### src/rtl/mux_pkg.sv
// Shared types and constants for the N_CH:1 channel multiplexer family.
package mux_pkg;

    typedef enum logic {
        S_DIRECT = 1'b0,
        S_SCAN   = 1'b1
    } state_t;

    localparam logic MODE_DIRECT = 1'b0;
    localparam logic MODE_SCAN   = 1'b1;

endpackage

### src/rtl/mux_nch_comb.sv
// Pure combinational N_CH:1 W-bit selector; out-of-range select returns 0 and raises err.
// Latency: 0 cycles. Backpressure: none (no state).
module mux_nch_comb #(
    parameter int N_CH  = 16,
    parameter int W     = 1,
    parameter int SEL_W = 4
) (
    input  logic [N_CH*W-1:0] chans,
    input  logic [SEL_W-1:0]  sel,
    output logic [W-1:0]      data,
    output logic              err
);

    always_comb begin
        data = '0;
        err  = (int'(sel) >= N_CH);
        for (int k = 0; k < N_CH; k++) begin
            if (int'(sel) == k) begin
                data = chans[k*W +: W];
            end
        end
    end

endmodule

### src/rtl/mux_nch_scan.sv
// Registered N_CH:1 mux with DIRECT (external select) and SCAN (round-robin, DWELL transfers per channel).
// Latency: 1 cycle. Backpressure: out_valid & !out_ready freezes outputs, pointer, dwell count and state.
module mux_nch_scan
    import mux_pkg::*;
#(
    parameter int  N_CH  = 16,
    parameter int  W     = 1,
    parameter int  DWELL = 1,
    localparam int SEL_W = $clog2(N_CH)
) (
    input  logic              clk,
    input  logic              rst_n,
    input  logic [N_CH*W-1:0] in,
    input  logic              mode,
    input  logic [SEL_W-1:0]  sel,
    output logic [W-1:0]      out_data,
    output logic [SEL_W-1:0]  out_sel,
    output logic              out_err,
    output logic              out_valid,
    input  logic              out_ready
);

    localparam int DCNT_W = (DWELL > 1) ? $clog2(DWELL) : 1;

    state_t             state, state_nxt;
    logic [SEL_W-1:0]   ptr, ptr_nxt, mux_sel;
    logic [DCNT_W-1:0]  dwell_cnt, dwell_nxt;
    logic [W-1:0]       mux_data;
    logic               mux_err;
    logic               load;

    assign load = !out_valid || out_ready;

    // Next values assume a load. Once in SCAN out_valid is always 1, so a load
    // there is also a handshake; the captured sample uses the advanced pointer.
    always_comb begin
        state_nxt = state;
        ptr_nxt   = ptr;
        dwell_nxt = dwell_cnt;
        mux_sel   = sel;
        if (mode == MODE_SCAN) begin
            state_nxt = S_SCAN;
            if (state == S_DIRECT) begin
                ptr_nxt   = '0;
                dwell_nxt = '0;
            end else if (dwell_cnt == DCNT_W'(DWELL - 1)) begin
                dwell_nxt = '0;
                ptr_nxt   = (ptr == SEL_W'(N_CH - 1)) ? '0 : ptr + 1'b1;
            end else begin
                dwell_nxt = dwell_cnt + 1'b1;
            end
            mux_sel = ptr_nxt;
        end else begin
            state_nxt = S_DIRECT;
        end
    end

    mux_nch_comb #(
        .N_CH  (N_CH),
        .W     (W),
        .SEL_W (SEL_W)
    ) u_comb (
        .chans (in),
        .sel   (mux_sel),
        .data  (mux_data),
        .err   (mux_err)
    );

    always_ff @(posedge clk or negedge rst_n) begin
        if (!rst_n) begin
            state     <= S_DIRECT;
            ptr       <= '0;
            dwell_cnt <= '0;
            out_data  <= '0;
            out_sel   <= '0;
            out_err   <= 1'b0;
            out_valid <= 1'b0;
        end else if (load) begin
            state     <= state_nxt;
            ptr       <= ptr_nxt;
            dwell_cnt <= dwell_nxt;
            out_data  <= mux_data;
            out_sel   <= mux_sel;
            out_err   <= mux_err;
            out_valid <= 1'b1;
        end
    end

endmodule

### config.mk
export PLATFORM = sky130hd
export DESIGN_NAME = mux_nch_scan
export DESIGN_NICKNAME = d
export VERILOG_FILES = /design/src/rtl/mux_pkg.sv /design/src/rtl/mux_nch_comb.sv /design/src/rtl/mux_nch_scan.sv
export SDC_FILE = /design/constraint.sdc
export NUM_CORES = 1
export LEC_CHECK = 0
export CAP_MARGIN = 25
export CORE_UTILIZATION = 40
export DETAILED_ROUTE_END_ITERATION = 7
export DONT_BUFFER_PORTS = 1
export PLACE_DENSITY = 0.63
export SETUP_SLACK_MARGIN = 0.15
export SYNTH_ARGS = -nofsm -noshare
export SYNTH_HDL_FRONTEND = slang
export SYNTH_SLANG_ARGS = --single-unit
export TNS_END_PERCENT = 10
### constraint.sdc
create_clock -name clk -period 2.5 [get_ports clk]
set_clock_uncertainty 0.1 [all_clocks]
set_input_delay 0.5 -clock clk [delete_from_list [all_inputs] [get_ports clk]]
set_output_delay 0.5 -clock clk [all_outputs]
set_load 0.005 [all_outputs]
==> impl_metrics.toml, run 1 <==
[logic_synthesis]
ys_types = 33
synth_warnings = 0
synthCells = 80
synth_flop_cell = "dfrtp_1"
synth-seq-area-share = 0.363
syn_area_um2 = 758
ys_ff_latch = 11
synthesis.area_per_instance_um2 = 9.48
synth_edf_count = 0
synthArstFlopShare = 1.00
synth_nets = 105

[timing]
drv_slew = 0
hold_viol = 0
worst_pin_slew_ns = 0.502
fmax_ghz = 0.451
period_minus_slack_ns = 2.21
setup_violations = 0
rsz0062_at_grt = "no"
max_slew_margin = 0.664
fin_setup_tns_ns = 0
period_share = 0.886

[critical_path]
crit_path_start_kind = "register"
arrival_ns = 2.27
crit_slowest_cell = "mux4_2"
endpoint_kind = "register"
worstSetupPathType = "register to register"
crit_required_ns = 2.56
cp_slowest_stage_delay_ns = 0.54
crit_chain = "ha_1, and3_4, o22ai_4, mux4_2, nand2_1, o311ai_1, a31o_1"
crit_fanout = 6

[drt]
drtPass1Iterations = 4
wirelength_um = 1440
avgRoutedWirePerCell_um = 13.3
via_per_inst = 5.49
antenna_left = 0
vias = 593
drt_iter0_markers = 14
drc = 0

[die]
ios = 31
die_w_um = 45.5
initial_core_util = 0.434
rows = 15
die_area_um2 = 2070
chipHeight_um = 45.5
core_um2 = 1750

[clock_tree]
cts_tree = "built"
insertion_delay_ns = 0.27
clk_pin_slew_ns = 0.07
clockBufferDepth = 2
h-tree-depth = 1
cts_buffers = 3
clock_sinks = 11
clockRootBuffer = "clkbuf_4"

[status]
status = "finished clean"

[pwr]
p_switching_uw = 157
clock_power_share = 0.244
p_int_uw = 338
vdd_drop_max_mv = 0.299
p_leak_nw = 0.356
power_frac_comb = 0.275
switching_share = 0.317
p_seq_frac = 0.481
pwr_density_cell_nw_per_um2 = 606

[global_route]
grt_max_degree = 14
antenna_found_initial = 0
gr-total-overflow = 0
met1_usage = 0.217
track_usage = 0.152
met2_usage = 0.209
grt_pass1_vias = 504
grt.busiest_layer = "met1"
grt_pass1_wl_um = 2220
grtUsageMet3 = 0.0437

[flow_run]
drv_cap = 0

[cells_and_area]
drive_gt1_frac = 0.205
final_cell_area_um2 = 817
finalNetCount = 109
n_antenna_cell = 0
area_growth_pct = 7.76

[hold_path]
hp-class = "input port to register"

[placed_design]
gp_congestion = 0.737
dpl_cell_area_um2 = 767
port_buffers = 0
hpwl_um = 1110
what timing repair did:
item | CTS | global route
endpoints found under the setup margin | 0 | 1
setup buffers | 0 | 1
resized for setup | 0 | 1
endpoints found under the hold margin | 11 | 0
hold buffers | 1 | 0
state kept, by name (all words and copies together) (netlist names):
register and count:
out_valid 1, out_data 1, ptr 4, out_sel 4, state 1
area by class of cell:
type | count | area, um^2
Multi-Input combinational cell | 60 | 440
Sequential cell | 11 | 275
Fill cell | 179 | 928
Tap cell | 25 | 31.3
Clock buffer | 4 | 26.3
Inverter | 5 | 18.8
Timing Repair Buffer | 3 | 25.0
cell families after synthesis:
logic type	after synthesis	share of synthesized area
multiplexers	11	0.168
AO/OA/AOI/OAI	20	0.190
XOR/XNOR	1	0.0116
buffers and inverters	9	0.0643
adder cells (fa/ha/maj)	1	0.0165
flip-flops	11	0.363
AND/OR/NAND/NOR	25	0.177
other	2	0.00990
path summary, 6_finish.rpt:
check,cells past startpoint,from,to,slack [ns]
hold / removal,2,mode,out_sel[3],0.38
setup / recovery,7,ptr[0],out_data,0.29
max in group asynchronous,1,rst_n,out_sel[3],1.43
min in group asynchronous,1,rst_n,out_sel[1],0.53
hold reg to reg,1,out_sel[1],out_sel[1],0.45
setup reg to reg,7,ptr[0],out_data,0.29
synthesized netlist by cell type, types with 2 or more instances:
cell / number / area, um^2
dfrtp_1: 11 / 275
nand2_1: 8 / 30.0
mux2i_1: 6 / 60.1
nor2_1: 6 / 22.5
inv_1: 5 / 18.8
o21ai_0: 5 / 25.0
a21oi_1: 4 / 20.0
mux2_2: 4 / 45.0
a31oi_1: 2 / 12.5
buf_4: 2 / 15.0
conb_1: 2 / 7.51
nand3_1: 2 / 10.0
nand4_1: 2 / 12.5
o21ai_1: 2 / 10.0
worst max-delay path, delay by kind of cell (launching register included):
kind | cells | cell delay, ns
flops | 1 | 0.43
fa+ha+maj | 1 | 0.28
simple gates | 2 | 0.27
mux | 1 | 0.54
compound gates | 3 | 0.48
placed cells by master, fill, tap and decap left out, drive strengths merged, types with 2 or more instances in the layout:
| master | netlist | final |
|---|---|---|
| clkbuf | 1 | 4 |
| a31oi | 2 | 2 |
| buf | 3 | 2 |
| a21oi | 4 | 4 |
| mux2i | 6 | 6 |
| inv | 5 | 5 |
| conb | 2 | 2 |
| nand2 | 8 | 8 |
| nand3 | 2 | 2 |
| nor2 | 6 | 6 |
| mux2 | 4 | 4 |
| o21ai | 7 | 7 |
| a31o | 2 | 2 |
| nand4 | 2 | 2 |
| dfrtp | 11 | 11 |
metrics by stage:
step	util	total power, mW	hold slack, ns	worst slack [ns]	std cells
5_1_grt	0.468	0.532	0.376	0.187	108
2_1_floorplan	-	0.348	0.104	0.351	80
4_1_cts	0.460	0.497	0.363	0.181	107
3_5_place_dp	0.439	0.367	0.105	0.207	102
6_report	0.468	0.495	0.376	0.285	108
3_3_place_gp	0.439	0.368	0.105	0.250	102
metal layers:
metal / vias to the layer above / wire [um] / part of all wire
met1: 272 / 737 / 0.51
met5: - / 0 / 0
met3: 2 / 107 / 0.074
met2: 23 / 593 / 0.41
met4: 0 / 3 / 0.0021
li1: 296 / - / -
power groups by stage:
| stage | sequential (mW) | combinational [mW] | clock (mW) |
|---|---|---|---|
| finish | 0.238 | 0.136 | 0.121 |
| global route | 0.243 | 0.154 | 0.135 |
| CTS | 0.238 | 0.131 | 0.127 |
| detailed placement | 0.242 | 0.125 | 0 |
| global placement | 0.242 | 0.126 | 0 |
| floorplan | 0.233 | 0.115 | 0 |
Note: power is estimated with default switching activity, not from simulation.
==> run 2: changes to the inputs <==
CORE_UTILIZATION = 55   (was 40)
CTS_BUF_LIST = sky130_fd_sc_hd__clkbuf_4   (was default)
PLACE_DENSITY = 0.79   (was 0.63)
==> run 2 against run 1 <==
- register-to-register slack worse by 0.04 ns
- cell count down 8.3%
- flip-flop and latch count unchanged
- power up 5.1%
- design area up 0.92%
- sequential share of layout area down 0.31 points
- setup slack worse by 0.037 ns
- sequential power about the same
- non-clock buffer count up 1
- clock power up 8%
- critical endpoint unchanged
- largest cell class unchanged
==> impl_metrics.toml, run 2 (synthesis gave the netlist of run 1 again) <==
[global_route]
grt_pass1_vias = 510
track_usage = 0.255
grt_pass1_wl_um = 2500
gr-total-overflow = 0
antenna_found_initial = 0
grt_max_degree = 14

[timing]
worst_pin_slew_ns = 0.496
setup_violations = 0
max_slew_margin = 0.668
fin_setup_tns_ns = 0
rsz0062_at_grt = "no"
drv_slew = 0
finalWorstSetupSlack_ns = 0.248
period_minus_slack_ns = 2.25
hold_viol = 0
fmax_ghz = 0.444
period_share = 0.901
hold_ws_ns = 0.381

[cells_and_area]
post-route-util = 0.642
top_regs = "out_sel x4, ptr x4"
final_common_cell = "dfrtp_1"
most-common-layout-cells = "dfrtp_1 (11), nand2_1 (8), mux2i_1 (6), nor2_1 (6)"
drive_gt1_frac = 0.226
area_growth_pct = 8.75
finalNetCount = 110
n_antenna_cell = 0

[drt]
vias = 626
wirelength_um = 1690
antenna_left = 0
avgRoutedWirePerCell_um = 17.1
drt_iter0_markers = 28
drtPass1Iterations = 4
via_per_inst = 6.32
drc = 0

[critical_path]
endpoint_kind = "register"
arrival_ns = 2.30
crit_fanout = 6
crit_required_ns = 2.55
crit_path_start_kind = "register"
worstSetupPathType = "register to register"

[clock_tree]
cts_tree = "built"
insertion_delay_ns = 0.26
clk_pin_slew_ns = 0.07
h-tree-depth = 1
clockBufferDepth = 2
clock_sinks = 11
clockRootBuffer = "clkbuf_4"
cts_buffers = 3

[flow_run]
drv_cap = 0

[die]
die_area_um2 = 1530
initial_core_util = 0.590
ios = 31
rows = 13
core_um2 = 1280
chipHeight_um = 39.1
die_w_um = 39.1

[placed_design]
hpwl_um = 1290
port_buffers = 0
place_ws_ns = 0.177
gp_congestion = 0.786

[pwr]
pwr_density_cell_nw_per_um2 = 631
p_leak_nw = 0.365
p_total_uw = 520
vdd_drop_max_mv = 0.378

[status]
status = "finished clean"

[hold_path]
hp-class = "input port to register"
==> run 2: changes by cell type in the layout (fill, tap and decap cells not counted) <==
cell | before | now
clkbuf_1 | 1 | 0
a31oi_1 | 1 | 2
ha_1 | 1 | 0
ha_2 | 0 | 1
a31oi_2 | 1 | 0
buf_12 | 0 | 1
clkbuf_4 | 3 | 4
==> run 2: per-stage QoR <==
| step | instances | cell area (um^2) |
|---|---|---|
| after detailed placement | 92 | 754 |
| after floorplan | 80 | 758 |
| after CTS | 97 | 795 |
| after global routing | 99 | 825 |
| final | 99 | 825 |
| after global placement | 92 | 754 |
==> run 2: critical path, cell delays in order (launching register included) <==
cell      delay, ns
dfrtp_1        0.45
ha_2           0.25
and3_4         0.17
o22ai_4        0.22
mux4_2         0.56
nand2_1        0.09
o311ai_1       0.10
a31o_1         0.21
==> run 2: worst paths after layout <==
check | start | endpoint | slack (ns) | depth (start not counted)
worst max-delay path | ptr[0] | out_data | 0.25 | 7
worst min-delay path | mode | out_sel[3] | 0.38 | 2
worst max register to register | ptr[0] | out_data | 0.25 | 7
worst min register to register | out_sel[1] | out_sel[1] | 0.45 | 1
max in group asynchronous | rst_n | ptr[2] | 1.43 | 1
min in group asynchronous | rst_n | out_sel[3] | 0.54 | 1
==> run 2: power breakdown <==
group / total [mW] / internal (mW) / switching (mW)
sequential: 0.241 / 0.207 / 0.0347
combinational: 0.148 / 0.0758 / 0.0717
clock: 0.131 / 0.0724 / 0.0588
total: 0.520 / 0.355 / 0.165
==> run 2: area by class of cell <==
cell class,count,area [um^2]
Fill cell,105,460
Multi-Input combinational cell,60,437
Sequential cell,11,275
Timing Repair Buffer,4,45.0
Clock buffer,4,30.0
Inverter,5,18.8
Tap cell,15,18.8
==> run 2: what timing repair did <==
| item | 4_1_cts | 5_1_grt |
|---|---|---|
| buffers inserted | 0 | 2 |
| resized for setup | 0 | 1 |
| setup endpoints to repair | 0 | 1 |
| endpoints found under the hold margin | 11 | 0 |
| hold buffers | 1 | 0 |
==> run 2: layer usage <==
metal	part of all wire	wire length [um]	track usage
met1	0.45	759	0.369
met2	0.48	816	0.383
met3	0.069	116	0.0636
met4	0	0	0.0517
met5	0	0	0
